[config.mk]
export PLATFORM = sky130hd
export DESIGN_NAME = fsm_phase_tracker
export DESIGN_NICKNAME = d
export VERILOG_FILES = /design/src/rtl/fsm_phase_tracker.sv
export SDC_FILE = /design/constraint.sdc
export NUM_CORES = 1
export LEC_CHECK = 0
export CAP_MARGIN = 15
export CORE_MARGIN = 2
export CORE_UTILIZATION = 25
export DETAILED_ROUTE_END_ITERATION = 12
export GPL_ROUTABILITY_DRIVEN = 0
export SLEW_MARGIN = 20
export SYNTH_ARGS = -nofsm -noshare
export SYNTH_HDL_FRONTEND = slang
export SYNTH_SLANG_ARGS = --single-unit
[constraint.sdc]
create_clock -name clk -period 1.9 [get_ports clk]
set_input_delay 0.19 -clock clk [delete_from_list [all_inputs] [get_ports clk]]
set_output_delay 0.19 -clock clk [all_outputs]
set_load 0.05 [all_outputs]
[src/rtl/fsm_phase_tracker.sv]
// Receive-side phase tracker for the cyclic 0,1,0 controller bit stream.
// Recovers controller phase, reports the recovered state once locked and counts violations.
module fsm_phase_tracker #(
  parameter logic [1:0] S0        = 2'd0,
  parameter logic [1:0] S1        = 2'd1,
  parameter logic [1:0] S2        = 2'd2,
  parameter int         LOCK_CNT  = 2,
  parameter int         ERR_LIMIT = 3,
  parameter int         CNT_W     = 8
) (
  input  logic             clk,
  input  logic             reset,
  input  logic             state_in,
  output logic [1:0]       state_est,
  output logic             locked,
  output logic             err,
  output logic [CNT_W-1:0] err_count
);

  localparam logic [1:0] ST_HUNT   = 2'd0;
  localparam logic [1:0] ST_VERIFY = 2'd1;
  localparam logic [1:0] ST_LOCKED = 2'd2;

  localparam int GOOD_W = (LOCK_CNT < 2) ? 1 : $clog2(LOCK_CNT + 1);
  localparam int MISS_W = (ERR_LIMIT < 2) ? 1 : $clog2(ERR_LIMIT + 1);
  localparam logic [GOOD_W-1:0] GOOD_TGT = GOOD_W'(LOCK_CNT);
  localparam logic [MISS_W-1:0] MISS_TGT = MISS_W'(ERR_LIMIT);
  localparam logic [CNT_W-1:0]  CNT_MAX  = {CNT_W{1'b1}};

  // Unknown phase encodings fall back to S0 so the flywheel always recovers.
  function automatic logic [1:0] f_advance(input logic [1:0] ph);
    logic [1:0] nxt;
    if (ph == S0)      nxt = S1;
    else if (ph == S1) nxt = S2;
    else if (ph == S2) nxt = S0;
    else               nxt = S0;
    return nxt;
  endfunction

  logic [1:0]        r_state;
  logic [1:0]        r_phase;
  logic [GOOD_W-1:0] r_good_cnt;
  logic [MISS_W-1:0] r_miss_cnt;
  logic [1:0]        r_state_est;
  logic              r_locked;
  logic              r_err;
  logic [CNT_W-1:0]  r_err_count;

  logic              w_match;
  logic [1:0]        w_sample_ph;
  logic [GOOD_W-1:0] w_good_inc;
  logic [MISS_W-1:0] w_miss_inc;
  logic [1:0]        w_state_n;
  logic [1:0]        w_phase_n;
  logic [GOOD_W-1:0] w_good_n;
  logic [MISS_W-1:0] w_miss_n;
  logic              w_err_n;
  logic [CNT_W-1:0]  w_err_count_n;

  assign w_match     = (state_in == (r_phase == S1));
  assign w_good_inc  = r_good_cnt + GOOD_W'(1'b1);
  assign w_miss_inc  = r_miss_cnt + MISS_W'(1'b1);
  // An anchoring 1 in HUNT is by definition the S1 sample.
  assign w_sample_ph = (r_state == ST_HUNT) ? S1 : r_phase;

  // Next-state and counter update logic for the tracker FSM.
  always_comb begin
    w_state_n     = r_state;
    w_phase_n     = r_phase;
    w_good_n      = r_good_cnt;
    w_miss_n      = r_miss_cnt;
    w_err_n       = 1'b0;
    w_err_count_n = r_err_count;
    case (r_state)
      ST_HUNT: begin
        if (state_in) begin
          w_phase_n = S2;
          w_good_n  = GOOD_W'(1'b1);
          w_state_n = (LOCK_CNT == 1) ? ST_LOCKED : ST_VERIFY;
        end else begin
          w_state_n = ST_HUNT;
        end
      end
      ST_VERIFY: begin
        if (w_match) begin
          w_phase_n = f_advance(r_phase);
          if (r_phase == S1) begin
            w_good_n  = w_good_inc;
            w_state_n = (w_good_inc == GOOD_TGT) ? ST_LOCKED : ST_VERIFY;
          end else begin
            w_state_n = ST_VERIFY;
          end
        end else if (state_in) begin
          w_phase_n = S2;
          w_good_n  = GOOD_W'(1'b1);
        end else begin
          w_state_n = ST_HUNT;
          w_phase_n = S0;
          w_good_n  = '0;
        end
      end
      ST_LOCKED: begin
        w_phase_n = f_advance(r_phase);
        if (w_match) begin
          w_miss_n = '0;
        end else begin
          w_err_n       = 1'b1;
          w_err_count_n = (r_err_count == CNT_MAX) ? CNT_MAX : r_err_count + CNT_W'(1'b1);
          if (w_miss_inc == MISS_TGT) begin
            w_state_n = ST_HUNT;
            w_miss_n  = '0;
            w_good_n  = '0;
          end else begin
            w_miss_n  = w_miss_inc;
          end
        end
      end
      default: begin
        w_state_n = ST_HUNT;
        w_phase_n = S0;
        w_good_n  = '0;
        w_miss_n  = '0;
      end
    endcase
  end

  // State, counters and registered outputs.
  always_ff @(posedge clk or posedge reset) begin
    if (reset) begin
      r_state     <= ST_HUNT;
      r_phase     <= S0;
      r_good_cnt  <= '0;
      r_miss_cnt  <= '0;
      r_state_est <= S0;
      r_locked    <= 1'b0;
      r_err       <= 1'b0;
      r_err_count <= '0;
    end else begin
      r_state     <= w_state_n;
      r_phase     <= w_phase_n;
      r_good_cnt  <= w_good_n;
      r_miss_cnt  <= w_miss_n;
      r_state_est <= (w_state_n == ST_LOCKED) ? w_sample_ph : S0;
      r_locked    <= (w_state_n == ST_LOCKED);
      r_err       <= w_err_n;
      r_err_count <= w_err_count_n;
    end
  end

  assign state_est = r_state_est;
  assign locked    = r_locked;
  assign err       = r_err;
  assign err_count = r_err_count;

endmodule

==> reports/metrics.yaml, run 1 <==
place:
  place_inst: 167
  io_buffer_count: 14
  dp_hpwl_um: 1530
cts:
  cts_resized: 0
  htree_levels: 1
  clockBufferDepth: 2
  insertion_delay_ps: 250
  path_clk_slew_ps: 70
  root_buffer: "clkbuf_8"
  ctsHoldBuffers: 0
  cts_tree: "yes"
  cts_buffers: 3
  clock-sinks: 20
  cts_setup_buffers: 0
timing:
  worstMarginPinSlew_ps: 502
  slew_violations: 0
  setup_viol: 0
  relSlewSlack_pct: 66.5
  fmax_mhz: 549
  period_share_pct: 95.9
  rsz0062_at_grt: "yes"
  worst_clock_skew_ps: 3.05
  min_period_ps: 1820
  hold_viol_final: 0
floorplanning:
  die_x_um: 67.7
  dieArea_mm2: 0.00458
  pin_count: 15
  core_mm2: 0.00394
  num_rows: 23
  initial_core_util_pct: 25.7
  die_y_um: 67.7
cells_and_area:
  layout.cells.non_filler: 170
  area_growth_pct: 28.4
  fin_nets: 128
  diodes: 0
  drive_above_1_share_pct: 15.8
  fin_util_pct: 33.0
logic_synthesis:
  yosysSeqAreaShare_pct: 49.3
  syn_inst: 97
  netlist_area_mm2: 0.00101
  syn_nets: 103
  synth-edff-count: 0
  syn_avg_cell_area_um2: 10.5
  yosysUniqueCellTypes: 37
  synth_seq_cells: 20
  async_reset_ff_share_pct: 100
  ys_warn_count: 0
  synthFlopType: "dfrtp_1"
route:
  vias: 792
  firstDrtPassIters: 4
  viasPerCell: 4.66
  drc: 0
  routed_wl_um: 2100
  dr.first_iter.drc_count: 28
  postRouteAntennaNets: 0
  wl_per_cell_um: 12.3
worst_setup_path:
  worstSetupEndpointType: "flip-flop"
  start_kind: "flip-flop"
  crit_type: "reg2reg"
  worstPathArrival_ps: 2010
  crit_chain: "nand2b_1 > ha_1 > or3b_1 > nor3b_2 > o21a_1"
  slowest_stage: "or3b_1"
  cpPeakStageDelay_ps: 460
  cp.required_ps: 2090
  cp_max_fo: 7
power:
  peakVddDrop_mv: 0.574
  cellPowerDensity_mw_per_mm2: 1200
  p_leak_nw: 0.587
global_routing:
  grt_use_total_pct: 10.3
  grt_pass1_vias: 807
  antenna_found_initial: 0
  overflow: 0
  grt_start_max_net_pins: 21
  grt_pass1_wl_um: 3560
job:
  cap_viol_max_count: 0
status:
  outcome: "complete, no violations"
hold_path:
  hold_path.class: "in2async"
[critical path, delay by kind of cell, from the launching register on]
family,cells,cell delay [ps]
compound gates,1,150
fa+ha+maj,1,350
simple gates,3,880
flops,1,380
[synthesized netlist by cell type, drive strengths merged, types with 3 or more instances]
library cell | instances | area share, %
a21oi | 6 | 3.0
nor3 | 3 | 1.5
nand2 | 5 | 1.8
mux2i | 3 | 3.0
mux2 | 4 | 4.4
nand2b | 3 | 1.8
nor2 | 6 | 2.2
inv | 6 | 2.2
o21ai | 3 | 1.5
ha | 3 | 3.7
dfrtp | 20 | 49
nand3 | 5 | 2.5
[sequential cells by signal, summed over array words and instances, names as in the netlist]
name and cells:
locked 1, state_est 2, r_miss_cnt 2, err_count 8, r_phase 2, r_state 2
err 1, r_good_cnt 2
[stage by stage]
step	instance area, um^2	TNS [ps]	hold WS (ps)	power, W	setup slack (ps)
after CTS	1300	0	272	0.00159	66.9
final	1300	0	260	0.00157	77.3
after detailed placement	1260	-774	494	0.00130	-138
after global placement	1260	-558	485	0.00128	-87.5
after global routing	1300	-2.34	278	0.00167	-2.34
after floorplan	1010	0	154	0.00108	154
[path summary, 6_finish.rpt]
path                       slack (ps)       endpoint  cells after the start          start
min                               260   err_count[3]                      3          reset
min reg2reg                       500  r_miss_cnt[1]                      1  r_miss_cnt[1]
max reg2reg                        80   state_est[0]                      5     r_phase[1]
min in group clk                  500  r_miss_cnt[1]                      1  r_miss_cnt[1]
max in group asynchronous        1430         locked                      3          reset
max                                80   state_est[0]                      5     r_phase[1]
[per-layer routing]
layer | track usage, % | vias to the layer above | share of wire [%]
li1 | - | 395 | -
met1 | 12.6 | 380 | 47
met2 | 17.3 | 13 | 48
met3 | 1.67 | 4 | 3.1
met4 | 5.36 | 0 | 2.4
met5 | 0 | - | 0
[cell type report]
| class | instances | area, um^2 |
|---|---|---|
| repair buffers | 22 | 200 |
| fillers | 398 | 2640 |
| flip-flops and latches | 20 | 500 |
| clock buffers | 3 | 41.3 |
| well taps | 50 | 62.6 |
| multi-input cells | 69 | 475 |
| inverters | 6 | 22.5 |
[cell usage in the layout, fill, tap and decap left out, drive strengths merged]
master and instances:
a21o 2, a21oi 6, a221oi 1, a31oi 2, and2 2, and2b 2
and3b 1, and4 1, buf 8, clkbuf 3, clkdlybuf4s50 14, dfrtp 20
ha 3, inv 6, mux2 4, mux2i 3, nand2 5, nand2b 3
nand3 5, nand3b 1, nand4 2, nor2 6, nor2b 1, nor3 3
nor3b 2, nor4 1, o21a 1, o21ai 3, o2bb2ai 1, o31ai 2
o32ai 1, or2 1, or2b 1, or3 1, or3b 1, or4 1
[cell families (layout without fill, tap and decap cells)]
| family | count (synthesis) | in the layout | share of synthesized area (%) |
|---|---|---|---|
| flops | 20 | 20 | 49.3 |
| mux | 7 | 7 | 7.40 |
| compound gates | 19 | 19 | 12.7 |
| simple gates | 40 | 40 | 23.1 |
| fa+ha+maj | 3 | 3 | 3.70 |
| buf+inv | 8 | 31 | 3.82 |
[power by group]
group / internal [W] / switching [W] / leakage (nW)
registers: 0.000527 / 0.000102 / 0.253
clock network: 0.000141 / 0.000132 / 0.0216
logic: 0.000296 / 0.000369 / 0.312
total: 0.000964 / 0.000602 / 0.587
No activity file was read; power rests on OpenSTA's default activity.
==> run 2, diff against run 1 <==
Settings changed: CELL_PAD_IN_SITES_DETAIL_PLACEMENT set to 0, CELL_PAD_IN_SITES_GLOBAL_PLACEMENT set to 2, PLACE_DENSITY_LB_ADDON set to 0.1.
==> run 2 against run 1 <==
Net effect: routed wire length is 11% higher; sequential power shrank 3%; non-clock buffer count increased by 5; register-to-register slack hardly changed; highest routed layer unchanged; utilization rose by 1.2 points; first-iteration DRC count is 36% higher; global-route usage increased by 1.1 points; largest power group unchanged; cell count is 2.9% higher; clock power down 1%; critical path type unchanged; critical endpoint is now err_count[5].
==> reports/metrics.yaml, run 2 (synthesized netlist as in run 1, its figures left out) <==
timing:
  setup_ws_ps: 85.4
  whs_ps: 265
  setup_viol: 0
  slew_violations: 0
  worst_clock_skew_ps: 3.58
  rsz0062_at_grt: "no"
  worstMarginPinSlew_ps: 499
  fmax_mhz: 551
  fin_setup_tns_ps: 0
  min_period_ps: 1810
  relSlewSlack_pct: 66.6
  hold_viol_final: 0
  period_share_pct: 95.5
route:
  dr.first_iter.drc_count: 38
  routed_wl_um: 2320
  viasPerCell: 4.60
  vias: 805
  wl_per_cell_um: 13.2
  drc: 0
  postRouteAntennaNets: 0
  firstDrtPassIters: 4
worst_setup_path:
  cp.required_ps: 2090
  worstPathArrival_ps: 2010
  cpPeakStageDelay_ps: 400
  worstReg2RegStart: "r_phase[1]"
  slowest_stage: "or4_1"
  crit_chain: "nand2b_1 > ha_2 > nand4_1 > buf_4 > or4_1 > nand3_1"
  path_buf_inv: 1
  cp_top_family: "simple AND/OR/NAND/NOR gates"
  crit_type: "reg2reg"
  crit_start: "r_phase[1]"
  cp_max_fo: 5
  start_kind: "flip-flop"
  worstSetupEndpointType: "flip-flop"
cells_and_area:
  seq_area_um2: 500
  drive_above_1_share_pct: 20.8
  fin_nets: 133
  fillers: 420
  diodes: 0
  multi_input_area_um2: 484
  largest_reg_flops: 8
  area_growth_pct: 32.9
  layout_common_cells: "dfrtp_1, clkdlybuf4s50_1, buf_4, nor2_1, a21oi_1"
  final_common_cell: "dfrtp_1"
power:
  cellPowerDensity_mw_per_mm2: 1170
  peakVddDrop_mv: 0.408
  p_leak_nw: 0.609
floorplanning:
  num_rows: 23
  die_x_um: 67.7
  dieArea_mm2: 0.00458
  pin_count: 15
  die_y_um: 67.7
  initial_core_util_pct: 25.7
  core_mm2: 0.00394
status:
  outcome: "complete, no violations"
cts:
  cts_tree: "yes"
  cts_setup_buffers: 0
  insertion_delay_ps: 250
  path_clk_slew_ps: 70
  clockBufferDepth: 2
  ctsHoldBuffers: 0
  htree_levels: 1
  cts_resized: 0
  root_buffer: "clkbuf_8"
  clock-sinks: 20
  cts_buffers: 3
place:
  io_buffer_count: 14
  dp_hpwl_um: 1750
  preCtsSetupSlack_ps: -161
global_routing:
  grt_pass1_vias: 814
  grt_pass1_wl_um: 3860
  antenna_found_initial: 0
  grt_use_total_pct: 11.4
  grt_start_max_net_pins: 21
  overflow: 0
hold_path:
  hold_path.class: "in2async"
job:
  cap_viol_max_count: 0
## run 2: cell types whose count changed in the layout (fill, tap and decap cells not counted)
cell,delta
buf_4,+5
ha_1,-1
ha_2,+1
nor4_1,-1
nor4_2,+1
## run 2: where the power goes
part / total (W) / switching (W) / internal, W
logic: 0.000705 / 0.000384 / 0.000322
registers: 0.000610 / 0.0000826 / 0.000527
clock network: 0.000269 / 0.000129 / 0.000141
## run 2: metal layers
layer	wire [um]	part of all wire [%]	track usage (%)	vias to the layer above
met5	0	0	0	-
met4	19	0.82	4.59	0
met3	63	2.7	2.17	2
met2	1180	51	18.9	9
met1	1060	46	14.4	390
li1	-	-	-	404
## run 2: final timing paths
check                      cells past startpoint  slack [ps]       endpoint
max                                            6          90   err_count[5]
min                                            3         270     r_phase[1]
max reg2reg                                    6          90   err_count[5]
min reg2reg                                    1         500  r_miss_cnt[0]
max in group asynchronous                      3        1410   err_count[7]
min in group clk                               1         500  r_miss_cnt[0]
## run 2: worst reg2reg max path, delay by kind of cell, from the launching register on
kind / cells / cell delay (ps)
adders and majority gates: 1 / 380
and+or+nand+nor: 4 / 810
DFF: 1 / 380
buffers and inverters: 1 / 190
## run 2: through the flow
step | total power, W | instances | util (%) | area [um^2]
detailed placement | 0.00133 | 172 | 32.9 | 1300
CTS | 0.00162 | 175 | 34.0 | 1340
finish | 0.00158 | 175 | 34.2 | 1350
floorplan | 0.00108 | 97 | - | 1010
global route | 0.00171 | 175 | 34.2 | 1350
global placement | 0.00135 | 172 | 32.9 | 1300
## run 2: layout make-up
type | instances | area share [%]
flip-flops and latches | 20 | 37.1
multi-input cells | 69 | 35.9
repair buffers | 27 | 17.6
well taps | 50 | 4.64
clock buffers | 3 | 3.06
inverters | 6 | 1.67
